[src/rtl/mem_addr_sequencer.sv]
// Multicycle memory address sequencer: steps instruction fetch, data access and
// exception entry through fixed-latency memory waits and drives the datapath strobes.
module mem_addr_sequencer #(
    parameter int MEM_LAT = 2
) (
    input  logic       clk,
    input  logic       reset,
    input  logic       fetch_req,
    input  logic       data_req,
    input  logic       data_sel,
    input  logic       data_we,
    input  logic       exc_opcode,
    input  logic       exc_overflow,
    input  logic       exc_div0,
    output logic [2:0] IorD,
    output logic       MemWR,
    output logic       IRWrite,
    output logic       EPCWrite,
    output logic       PCWrite,
    output logic       ExcLoad,
    output logic       busy,
    output logic       fetch_done,
    output logic       data_done,
    output logic       exc_done
);

    typedef enum logic [2:0] {
        IDLE,
        FETCH_WAIT,
        DATA_WAIT,
        EXC_SAVE,
        EXC_READ,
        EXC_LOAD
    } state_t;

    typedef struct packed {
        logic sel;
        logic we;
    } dacc_t;

    localparam logic [3:0] LAST = 4'(MEM_LAT - 1);

    state_t     state, state_nxt;
    logic [3:0] cnt, cnt_nxt;
    logic [2:0] pend, pend_nxt;
    logic [1:0] cause, cause_nxt;
    dacc_t      dacc, dacc_nxt;

    logic [2:0] exc_in;
    logic [2:0] exc_any;
    logic [1:0] cause_sel;
    logic [2:0] svc_mask;
    logic       last;

    // bit 0 = opcode, bit 1 = overflow, bit 2 = div0 (matches cause code order)
    assign exc_in  = {exc_div0, exc_overflow, exc_opcode};
    assign exc_any = pend | exc_in;
    assign last    = (cnt == LAST);

    always_comb begin
        cause_sel = 2'd3;
        svc_mask  = 3'b100;
        if (exc_any[0]) begin
            cause_sel = 2'd1;
            svc_mask  = 3'b001;
        end else if (exc_any[1]) begin
            cause_sel = 2'd2;
            svc_mask  = 3'b010;
        end
    end

    always_ff @(posedge clk or negedge reset) begin
        if (!reset) begin
            state <= IDLE;
            cnt   <= '0;
            pend  <= '0;
            cause <= '0;
            dacc  <= '0;
        end else begin
            state <= state_nxt;
            cnt   <= cnt_nxt;
            pend  <= pend_nxt;
            cause <= cause_nxt;
            dacc  <= dacc_nxt;
        end
    end

    always_comb begin
        state_nxt = state;
        cnt_nxt   = '0;
        pend_nxt  = pend | exc_in;
        cause_nxt = cause;
        dacc_nxt  = dacc;
        case (state)
            IDLE: begin
                if (|exc_any) begin
                    // The cause being serviced is dropped; other same-cycle pulses stay pending.
                    state_nxt = EXC_SAVE;
                    cause_nxt = cause_sel;
                    pend_nxt  = exc_in & ~svc_mask;
                end else if (data_req) begin
                    state_nxt = DATA_WAIT;
                    dacc_nxt  = '{sel: data_sel, we: data_we};
                end else if (fetch_req) begin
                    state_nxt = FETCH_WAIT;
                end
            end
            FETCH_WAIT, DATA_WAIT: begin
                if (last) state_nxt = IDLE;
                else      cnt_nxt   = cnt + 4'd1;
            end
            EXC_SAVE: state_nxt = EXC_READ;
            EXC_READ: begin
                if (last) state_nxt = EXC_LOAD;
                else      cnt_nxt   = cnt + 4'd1;
            end
            EXC_LOAD: state_nxt = IDLE;
            default:  state_nxt = IDLE;
        endcase
    end

    always_comb begin
        IorD       = 3'b000;
        MemWR      = 1'b0;
        IRWrite    = 1'b0;
        EPCWrite   = 1'b0;
        PCWrite    = 1'b0;
        ExcLoad    = 1'b0;
        busy       = (state != IDLE);
        fetch_done = 1'b0;
        data_done  = 1'b0;
        exc_done   = 1'b0;
        case (state)
            FETCH_WAIT: begin
                IRWrite    = last;
                fetch_done = last;
            end
            DATA_WAIT: begin
                IorD      = {2'b10, dacc.sel};
                MemWR     = dacc.we;
                data_done = last;
            end
            EXC_SAVE: EPCWrite = 1'b1;
            EXC_READ: IorD = {1'b0, cause};
            EXC_LOAD: begin
                PCWrite  = 1'b1;
                ExcLoad  = 1'b1;
                exc_done = 1'b1;
            end
            default: ;
        endcase
    end

endmodule

[config.mk]
export PLATFORM = sky130hd
export DESIGN_NAME = mem_addr_sequencer
export DESIGN_NICKNAME = d
export VERILOG_FILES = /design/src/rtl/mem_addr_sequencer.sv
export SDC_FILE = /design/constraint.sdc
export NUM_CORES = 1
export LEC_CHECK = 0
export ABC_AREA = 1
export ABC_CLOCK_PERIOD_IN_PS = 3900
export BUFFER_PORTS_ARGS = -buffer_cell sky130_fd_sc_hd__buf_2
export CAP_MARGIN = 20
export CORE_UTILIZATION = 45
export CTS_CLUSTER_DIAMETER = 200
export DETAILED_ROUTE_END_ITERATION = 10
export GPL_TIMING_DRIVEN = 1
export PLACE_DENSITY = 0.7
export SLEW_MARGIN = 20
export SYNTH_ARGS = -nofsm -noshare
export SYNTH_HDL_FRONTEND = slang
export SYNTH_SLANG_ARGS = --single-unit
export TNS_END_PERCENT = 100
[constraint.sdc]
create_clock -name clk -period 3.9 [get_ports clk]
set_clock_uncertainty 0.15 [all_clocks]
set_input_delay 0.585 -clock clk [delete_from_list [all_inputs] [get_ports clk]]
set_output_delay 0.585 -clock clk [all_outputs]
set_load 0.01 [all_outputs]
==> impl_metrics.ini, run 1 <==
[sta]
min_period_ps = 2160
hold_violations = 0
setup_viol = 0
fmax_mhz = 462
drv_slew = 0
worstMarginPinSlew_ps = 322
finalWorstSetupSlack_ps = 1740
hold_slack_ps = 29.7
rsz0062_at_grt = false
fin_setup_tns_ps = 0
post-route-period-util = 0.555
relSlewSlack = 0.786

[cts]
cts_root_buf = clkbuf_4
cts_hold_buffers = 0
cts_buffer_depth = 2
clk_pin_slew_ps = 90
cts_resized = 0
cts_num_sinks = 14
cts_made_buffers = 3
htreeDepth = 1
clk_latency_ps = 280
cts_setup_buffers = 0
cts_tree = built

[yosys]
synth_compound_area_frac = 0.0735
synth_area_per_cell_sq_um = 8.06
syn-num-nets = 106
post_synth_num_cell_types = 19
synthMuxAreaShare = 0
netlist_area_sq_um = 766
synth_adder_area_share = 0.0327
synth-simple-area-share = 0.315
ys_warn_count = 0
synthXorXnorAreaFrac = 0.0229
synth_top_family_by_area = simple AND/OR/NAND/NOR gates
ys_seq_elements = 14
syn_inst = 95
synth.yosys.seq_area_share = 0.458

[global_route]
grt_start_max_net_pins = 15
grt_pass1_vias = 642
grt_antenna_before_repair = 0
grt-ovfl-total = 0
grt_pass1_wl_um = 2520
grt_use_total = 0.183

[layout]
nets = 128
antenna_cells = 0
ff_latch_area_sq_um = 350
fillerInstances = 163
postLayoutCoreUtil = 0.584
post_route_cells_drive_above_1_share = 0.302
multi_input_area_sq_um = 340
area_delta_synth_final_pct = 17.5

[pwr]
powerDensity_nw_per_um2 = 704
total_power_uw = 634
p_leak_nw = 0.509
ir_worst_vdd_mv = 0.386

[run]
cap_violations = 0

[route]
wl_per_cell_um = 10.7
dr.pass1.iters = 3
drt_wl_total_um = 1410
drc = 0
vias_per_cell = 4.99
vias = 659
antenna_left = 0
drt-initial-drc-count = 8

[worst_setup_path]
crit_arrival_ps = 1430
r2r_setup_slack_ps = 2440
cp-start-kind = flop
path_class = flop to output pin
cp.required_ps = 3160
worst_path_most_repeated_cell = inv_2
path_cells = nor2_2 -> inv_2 -> nor2_4 -> inv_2 -> buf_2
endpoint_kind = output pin
critPathMaxStageDelay_ps = 450
crit_slowest_cell = dfrtp_1
worstSetupStartpoint = state[1]$_DFFE_PN0P_
crit_fanout = 7
reg2reg_from = state[1]$_DFFE_PN0P_

[place]
dp_slack_ps = 2050
port_buffers = 20
gp_congestion = 0.773
place_hpwl_um = 1120

[die]
die_y_um = 43.3
die_w_um = 43.3
ios = 21
die_area_sq_um = 1870
rows = 14
initial_core_util = 0.497
core_sq_um = 1540

[hold_path]
hp-class = primary input to async pin

[run_status]
outcome = complete, no violations
==> stage by stage <==
step / instance area, sq um / cells
after detailed placement: 863 / 128
after floorplan: 766 / 95
after CTS: 900 / 132
after global placement: 863 / 128
after global routing: 900 / 132
final: 900 / 132
==> kinds of logic (layout without fill, tap and decap cells) <==
| group | count (synthesis) | in the layout |
|---|---|---|
| adder cells (fa/ha/maj) | 2 | 2 |
| flip-flops | 14 | 14 |
| AND/OR/NAND/NOR | 49 | 49 |
| XOR/XNOR | 2 | 2 |
| AO/OA/AOI/OAI | 11 | 11 |
| buffers and inverters | 17 | 38 |
==> where the power goes <==
group / switching, mW / total (mW) / leakage [nW] / internal [mW]
clock: 0.0497 / 0.107 / 0.0210 / 0.0569
sequential: 0.0376 / 0.235 / 0.170 / 0.197
combinational: 0.189 / 0.292 / 0.319 / 0.103
==> per-layer routing <==
metal	wire, um	vias up	track usage
met3	62	4	0.0255
met1	665	302	0.236
li1	-	337	-
met5	0	-	0
met4	29	0	0.0909
met2	649	16	0.296
==> worst paths after layout <==
| check | cells past startpoint | end |
|---|---|---|
| max | 5 | busy |
| min | 1 | state[0]$_DFFE_PN0P_ |
| max reg2reg | 6 | dacc[1]$_DFFE_PN0P_ |
| min reg2reg | 2 | dacc[1]$_DFFE_PN0P_ |
| max in group asynchronous | 1 | cnt[0]$_DFF_PN0_ |
| min in group clk | 2 | dacc[1]$_DFFE_PN0P_ |
==> Yosys cell counts <==
cell type	count	area (sq um)
dfrtp_1	14	350
nor2_1	15	56.3
nor3_1	1	5.00
nand2_2	2	12.5
ha_1	2	25.0
a31oi_1	1	6.26
a21oi_1	4	20.0
nand2_1	16	60.1
inv_1	12	45.0
or2_1	2	12.5
o21ai_0	5	25.0
nand3_1	6	30.0
nor2_2	2	12.5
buf_4	3	22.5
o21ai_1	1	5.00
inv_2	2	7.51
nor2_4	2	22.5
nand3_2	3	30.0
xor2_1	2	17.5
==> sequential cells by signal, summed over array words and instances, names as in the netlist <==
signal  flops
cause       2
cnt         4
dacc        2
pend        3
state       3
==> critical path, delay by kind of cell (launching register included) <==
kind	cells	cell delay, ps
buf+inv	3	310
flops	1	450
simple gates	2	380
==> cell usage in the layout (no fill, tap or decap) <==
| master | count |
|---|---|
| dfrtp_1 | 14 |
| nand3_1 | 6 |
| nand2_1 | 16 |
| nor2_1 | 15 |
| nand2_2 | 2 |
| nor2_4 | 2 |
| nor3_1 | 1 |
| or2_1 | 2 |
| buf_2 | 20 |
| clkbuf_8 | 1 |
| ha_1 | 2 |
| o21ai_0 | 5 |
| inv_1 | 12 |
| xor2_1 | 2 |
| nand3_2 | 3 |
| o21ai_1 | 1 |
| clkbuf_4 | 3 |
| a21oi_1 | 4 |
| inv_2 | 2 |
| a31oi_1 | 1 |
| nor2_2 | 2 |
==> layout make-up <==
type,instances,share of cell area
repair buffers,20,0.111
multi-input cells,64,0.378
flip-flops and latches,14,0.389
inverters,14,0.0584
well taps,16,0.0223
clock buffers,4,0.0403
(Power assumes the default switching activity.)
==> inputs of run 2 (changes only) <==
- ABC_AREA: 1 -> 0
- ABC_CLOCK_PERIOD_IN_PS: 3900 -> 1900
- PLACE_DENSITY: 0.7 -> 0.73
- clock period: 3.9 -> 1.9 ns (I/O delays scaled with it)
==> run 2 against run 1 <==
Compared with the run above: the flow now finishes with violations (DRC, setup timing); sequential cell count is the same; sequential share of layout area decreased by 3.7 points; clock power is 57% higher; global-route usage rose by 2.5 points; largest cell class is now multi-input gates; largest power group unchanged.
==> impl_metrics.ini, run 2 <==
[cts]
clk_latency_ps = 280
cts_buffer_depth = 2
htreeDepth = 1
cts_tree = built
cts_root_buf = clkbuf_4
clk_pin_slew_ps = 80
cts_num_sinks = 14
cts_made_buffers = 3

[hold_path]
hp-class = primary input to flop

[worst_setup_path]
crit_fanout = 3
crit_slowest_cell = or3b_4
path_class = flop to output pin
cp-start-kind = flop
crit_arrival_ps = 1650
path_cells = inv_1 -> ha_1 -> or3b_4 -> nor4b_4 -> buf_2
worst-path-buf-inv = 2
cp.required_ps = 1460
critPathMaxStageDelay_ps = 400
critical_path.top_delay_family = simple AND/OR/NAND/NOR gates
endpoint_kind = output pin

[place]
gp_congestion = 0.794
port_buffers = 20
dp_slack_ps = -25.5
placed_cell_area_sq_um = 956
post-place-cells = 115
place_hpwl_um = 1250

[global_route]
grt_pass1_vias = 659
grt-ovfl-total = 0
grt_start_max_net_pins = 15
grt_pass1_wl_um = 2840
grt_antenna_before_repair = 0
grt_use_total = 0.208

[run_status]
outcome = finished with violations
violations = DRC, setup timing

[layout]
final_cells = 119
nets = 116
layout_common_cells = buf_2, dfrtp_1, buf_4, nor2_1, a21oi_1
post_route_cells_drive_above_1_share = 0.485
largest_reg_flops = 4
reg_top3 = cnt: 4 flops, pend: 3 flops, state: 3 flops
layout_commonest_cell = buf_2
postLayoutCoreUtil = 0.645
final_area_sq_um = 1010
antenna_cells = 0
regMostFlops = cnt
area_delta_synth_final_pct = 29.7

[yosys]
synth_area_per_cell_sq_um = 10.5
synth_ff_type = dfrtp_1
synth_top_cells_by_area = dfrtp_1, nor2_1, mux2_2, buf_4, o41ai_4
post_synth_num_cell_types = 31
yosysMostFrequentCell = dfrtp_1
synth_edf_count = 0
ys_warn_count = 0
ys_seq_elements = 14
synth_top_area_share = 0.452
synthArstFlopShare = 1.00
synth_area_leader_cell = dfrtp_1
netlist_area_sq_um = 776
synth_common_cells = dfrtp_1, nor2_1, a21oi_1
synth.yosys.seq_area_share = 0.452
syn-num-nets = 85
syn_inst = 74

[sta]
hold_slack_ps = 86.2
finalWorstSetupSlack_ps = -185
post-route-period-util = 1.10
setup_viol = 3
min_period_ps = 2080
drv_slew = 0
fin_setup_tns_ps = -491
relSlewSlack = 0.767
fmax_mhz = 480
hold_violations = 0
worstMarginPinSlew_ps = 348
rsz0062_at_grt = true

[route]
drt_wl_total_um = 1630
vias_per_cell = 5.39
drc = 4
vias = 641
drt-initial-drc-count = 13
wl_per_cell_um = 13.7
dr.pass1.iters = 7
antenna_left = 0

[pwr]
ir_worst_vdd_mv = 0.837
p_int_uw = 911
p_leak_nw = 0.505
p_sw_uw = 599
swShare = 0.396
comb_power_share = 0.545
pwr-share-clk = 0.111
total_power_mw = 1.51
powerDensity_nw_per_um2 = 1500
power.share.sequential = 0.344

[die]
core_sq_um = 1560
die_area_sq_um = 1890
ios = 21
rows = 14
die_y_um = 43.5
initial_core_util = 0.498
die_w_um = 43.5

[run]
cap_violations = 0
[run 2: worst paths after layout]
path	startpoint	endpoint	slack (ps)	cells past startpoint
max in group asynchronous	reset	state[0]$_DFFE_PN0P_	1070	2
max reg2reg	cnt[1]$_DFF_PN0_	state[0]$_DFFE_PN0P_	20	6
min	data_we	dacc[0]$_DFFE_PN0P_	90	2
min reg2reg	cause[1]$_DFFE_PN0P_	cause[1]$_DFFE_PN0P_	340	1
max	cnt[1]$_DFF_PN0_	fetch_done	-180	5
min in group asynchronous	reset	cnt[1]$_DFF_PN0_	270	2
[run 2: kinds of logic (layout without fill, tap and decap cells)]
| family | after synthesis | count (layout) | share of synthesized area |
|---|---|---|---|
| and+or+nand+nor | 28 | 28 | 0.229 |
| AOI/OAI and AO/OA | 14 | 14 | 0.139 |
| DFF | 14 | 14 | 0.452 |
| buffers and inverters | 10 | 39 | 0.0710 |
| xor gates and xnor gates | 3 | 3 | 0.0339 |
| muxes | 3 | 3 | 0.0435 |
| adders and majority gates | 2 | 2 | 0.0323 |
[run 2: layout make-up]
| type | count | area, sq um |
|---|---|---|
| fillers | 131 | 553 |
| multi-input cells | 50 | 402 |
| flip-flops and latches | 14 | 354 |
| repair buffers | 32 | 193 |
| clock buffers | 3 | 22.5 |
| well taps | 16 | 20.0 |
| inverters | 4 | 15.0 |
[run 2: power groups by stage]
stage | Combinational [mW] | Clock, mW | Sequential, mW
after floorplan | 0.541 | 0 | 0.463
after global placement | 0.770 | 0 | 0.510
after detailed placement | 0.792 | 0 | 0.516
after CTS | 0.817 | 0.169 | 0.515
after global routing | 0.906 | 0.182 | 0.535
final | 0.823 | 0.168 | 0.519
[run 2: routing by layer]
metal  global-route usage  share of wire
met5                    0              0
met4                0.113          0.020
met3               0.0250          0.036
met2                0.367           0.50
met1                0.245           0.44
[run 2: repair_timing]
item	in CTS	in global routing
hold buffers	1	0
setup buffers	0	0
endpoints found under the setup margin	6	8
gates resized for setup	3	3
endpoints found under the hold margin	14	0
pin swaps	0	1
==> inputs of run 3 (changes only) <==
- SKIP_CTS_REPAIR_TIMING: unset -> 1
==> run 3 against run 2 <==
Compared with the run above: the run still ends with DRC, setup timing left; fmax unchanged; sequential power about the same; sequential share of layout area unchanged; worst setup slack unchanged; register-to-register slack about the same; core utilization unchanged; via count unchanged; design area unchanged; critical path type unchanged; critical endpoint unchanged; largest power group unchanged.
==> impl_metrics.ini, run 3 (synthesis gave the netlist of run 2 again) <==
[run_status]
outcome = finished with violations
violations = DRC, setup timing

[layout]
post_route_cells_drive_above_1_share = 0.485
nets = 116
layout_commonest_cell = buf_2
reg_top3 = cnt: 4 flops, pend: 3 flops, state: 3 flops
largest_reg_flops = 4
final_area_sq_um = 1010
area_delta_synth_final_pct = 29.7
fillerInstances = 131
final_cells = 119
regMostFlops = cnt
antenna_cells = 0
layout_common_cells = buf_2, dfrtp_1, buf_4, nor2_1, a21oi_1

[cts]
cts_root_buf = clkbuf_4
cts_num_sinks = 14
clk_latency_ps = 280
cts_buffer_depth = 2
cts_tree = built
clk_pin_slew_ps = 80
cts_made_buffers = 3
htreeDepth = 1

[die]
die_area_sq_um = 1890
ios = 21
rows = 14
core_sq_um = 1560
die_w_um = 43.5
die_y_um = 43.5
initial_core_util = 0.498

[pwr]
powerDensity_nw_per_um2 = 1500
p_leak_nw = 0.505
comb_power_share = 0.545
ir_worst_vdd_mv = 0.837
power.share.sequential = 0.344
pwr-share-clk = 0.111
p_sw_uw = 599
swShare = 0.396
p_int_uw = 911

[worst_setup_path]
critPathMaxStageDelay_ps = 400
critical_path.top_delay_family = simple AND/OR/NAND/NOR gates
cp-start-kind = flop
path_class = flop to output pin
worst-path-buf-inv = 2
crit_fanout = 3
path_cells = inv_1 -> ha_1 -> or3b_4 -> nor4b_4 -> buf_2
crit_arrival_ps = 1650
cp.required_ps = 1460
endpoint_kind = output pin
crit_slowest_cell = or3b_4

[sta]
hold_violations = 0
drv_slew = 0
fmax_mhz = 480
relSlewSlack = 0.767
post-route-period-util = 1.10
worstMarginPinSlew_ps = 348
setup_viol = 3
min_period_ps = 2080
rsz0062_at_grt = true
finalWorstSetupSlack_ps = -185

[global_route]
grt-ovfl-total = 0
grt_pass1_wl_um = 2820
met3_usage = 0.0250
grt_pass1_vias = 654
grt_antenna_before_repair = 0
grt_start_max_net_pins = 15
use_met2 = 0.367
met1_usage = 0.242
top_usage_layer = met2
grt_use_total = 0.207

[route]
vias = 641
drt-initial-drc-count = 13
drc = 4
dr.pass1.iters = 7
wl_per_cell_um = 13.7
drt_wl_total_um = 1630
vias_per_cell = 5.39
antenna_left = 0

[run]
cap_violations = 0

[place]
place_hpwl_um = 1250
port_buffers = 20
placed_cell_area_sq_um = 956
post-place-cells = 115
gp_congestion = 0.794

[hold_path]
hp-class = primary input to flop
==> run 3: cell counts in the layout (fill, tap and decap cells not counted) <==
No cell type changed its count.
==> run 3: final timing paths <==
kind                       slack (ps)                    to                  from  depth (start not counted)
setup / recovery                 -180            fetch_done      cnt[1]$_DFF_PN0_                          5
hold / removal                     90   dacc[0]$_DFFE_PN0P_               data_we                          2
max in group asynchronous        1070  state[0]$_DFFE_PN0P_                 reset                          2
setup reg to reg                   20  state[0]$_DFFE_PN0P_      cnt[1]$_DFF_PN0_                          6
hold reg to reg                   340  cause[1]$_DFFE_PN0P_  cause[1]$_DFFE_PN0P_                          1
min in group asynchronous         270      cnt[1]$_DFF_PN0_                 reset                          2
==> run 3: per-layer routing <==
layer | vias to the layer above | share of wire
li1 | 317 | -
met1 | 303 | 0.44
met2 | 17 | 0.50
met3 | 4 | 0.036
met4 | 0 | 0.020
met5 | - | 0
==> run 3: through the flow <==
step | util | hold WS, ps | TNS, ps | power (mW) | setup WS [ps]
finish | 0.645 | 86.2 | -491 | 1.51 | -185
floorplan | - | -161 | 0 | 1.00 | 4.70
detailed placement | 0.613 | 48.3 | -25.5 | 1.31 | -25.5
CTS | 0.628 | -253 | -575 | 1.48 | -190
global route | 0.645 | 88.0 | -736 | 1.62 | -253
global placement | 0.613 | 46.8 | -10.1 | 1.28 | -10.1
==> run 3: power groups by stage <==
stage                     clock network (mW)  registers, mW  logic [mW]
after floorplan                            0          0.463       0.541
after global placement                     0          0.510       0.770
after detailed placement                   0          0.516       0.792
after CTS                              0.169          0.510       0.798
after global routing                   0.182          0.535       0.906
final                                  0.168          0.519       0.823
==> run 3: area by class of cell <==
| class | count | area (sq um) | area share |
|---|---|---|---|
| Clock buffer | 3 | 22.5 | 0.0224 |
| Inverter | 4 | 15.0 | 0.0149 |
| Multi-Input combinational cell | 50 | 402 | 0.399 |
| Sequential cell | 14 | 354 | 0.352 |
| Tap cell | 16 | 20.0 | 0.0199 |
| Timing Repair Buffer | 32 | 193 | 0.192 |
==> run 3: worst register-to-register path, delay by kind of cell, from the launching register on <==
| family | cells | cell delay, ps |
|---|---|---|
| AND/OR/NAND/NOR | 1 | 400 |
| flip-flops | 1 | 380 |
| AO/OA/AOI/OAI | 2 | 350 |
| multiplexers | 1 | 310 |
| adder cells (fa/ha/maj) | 1 | 130 |
| buffers and inverters | 1 | 60 |
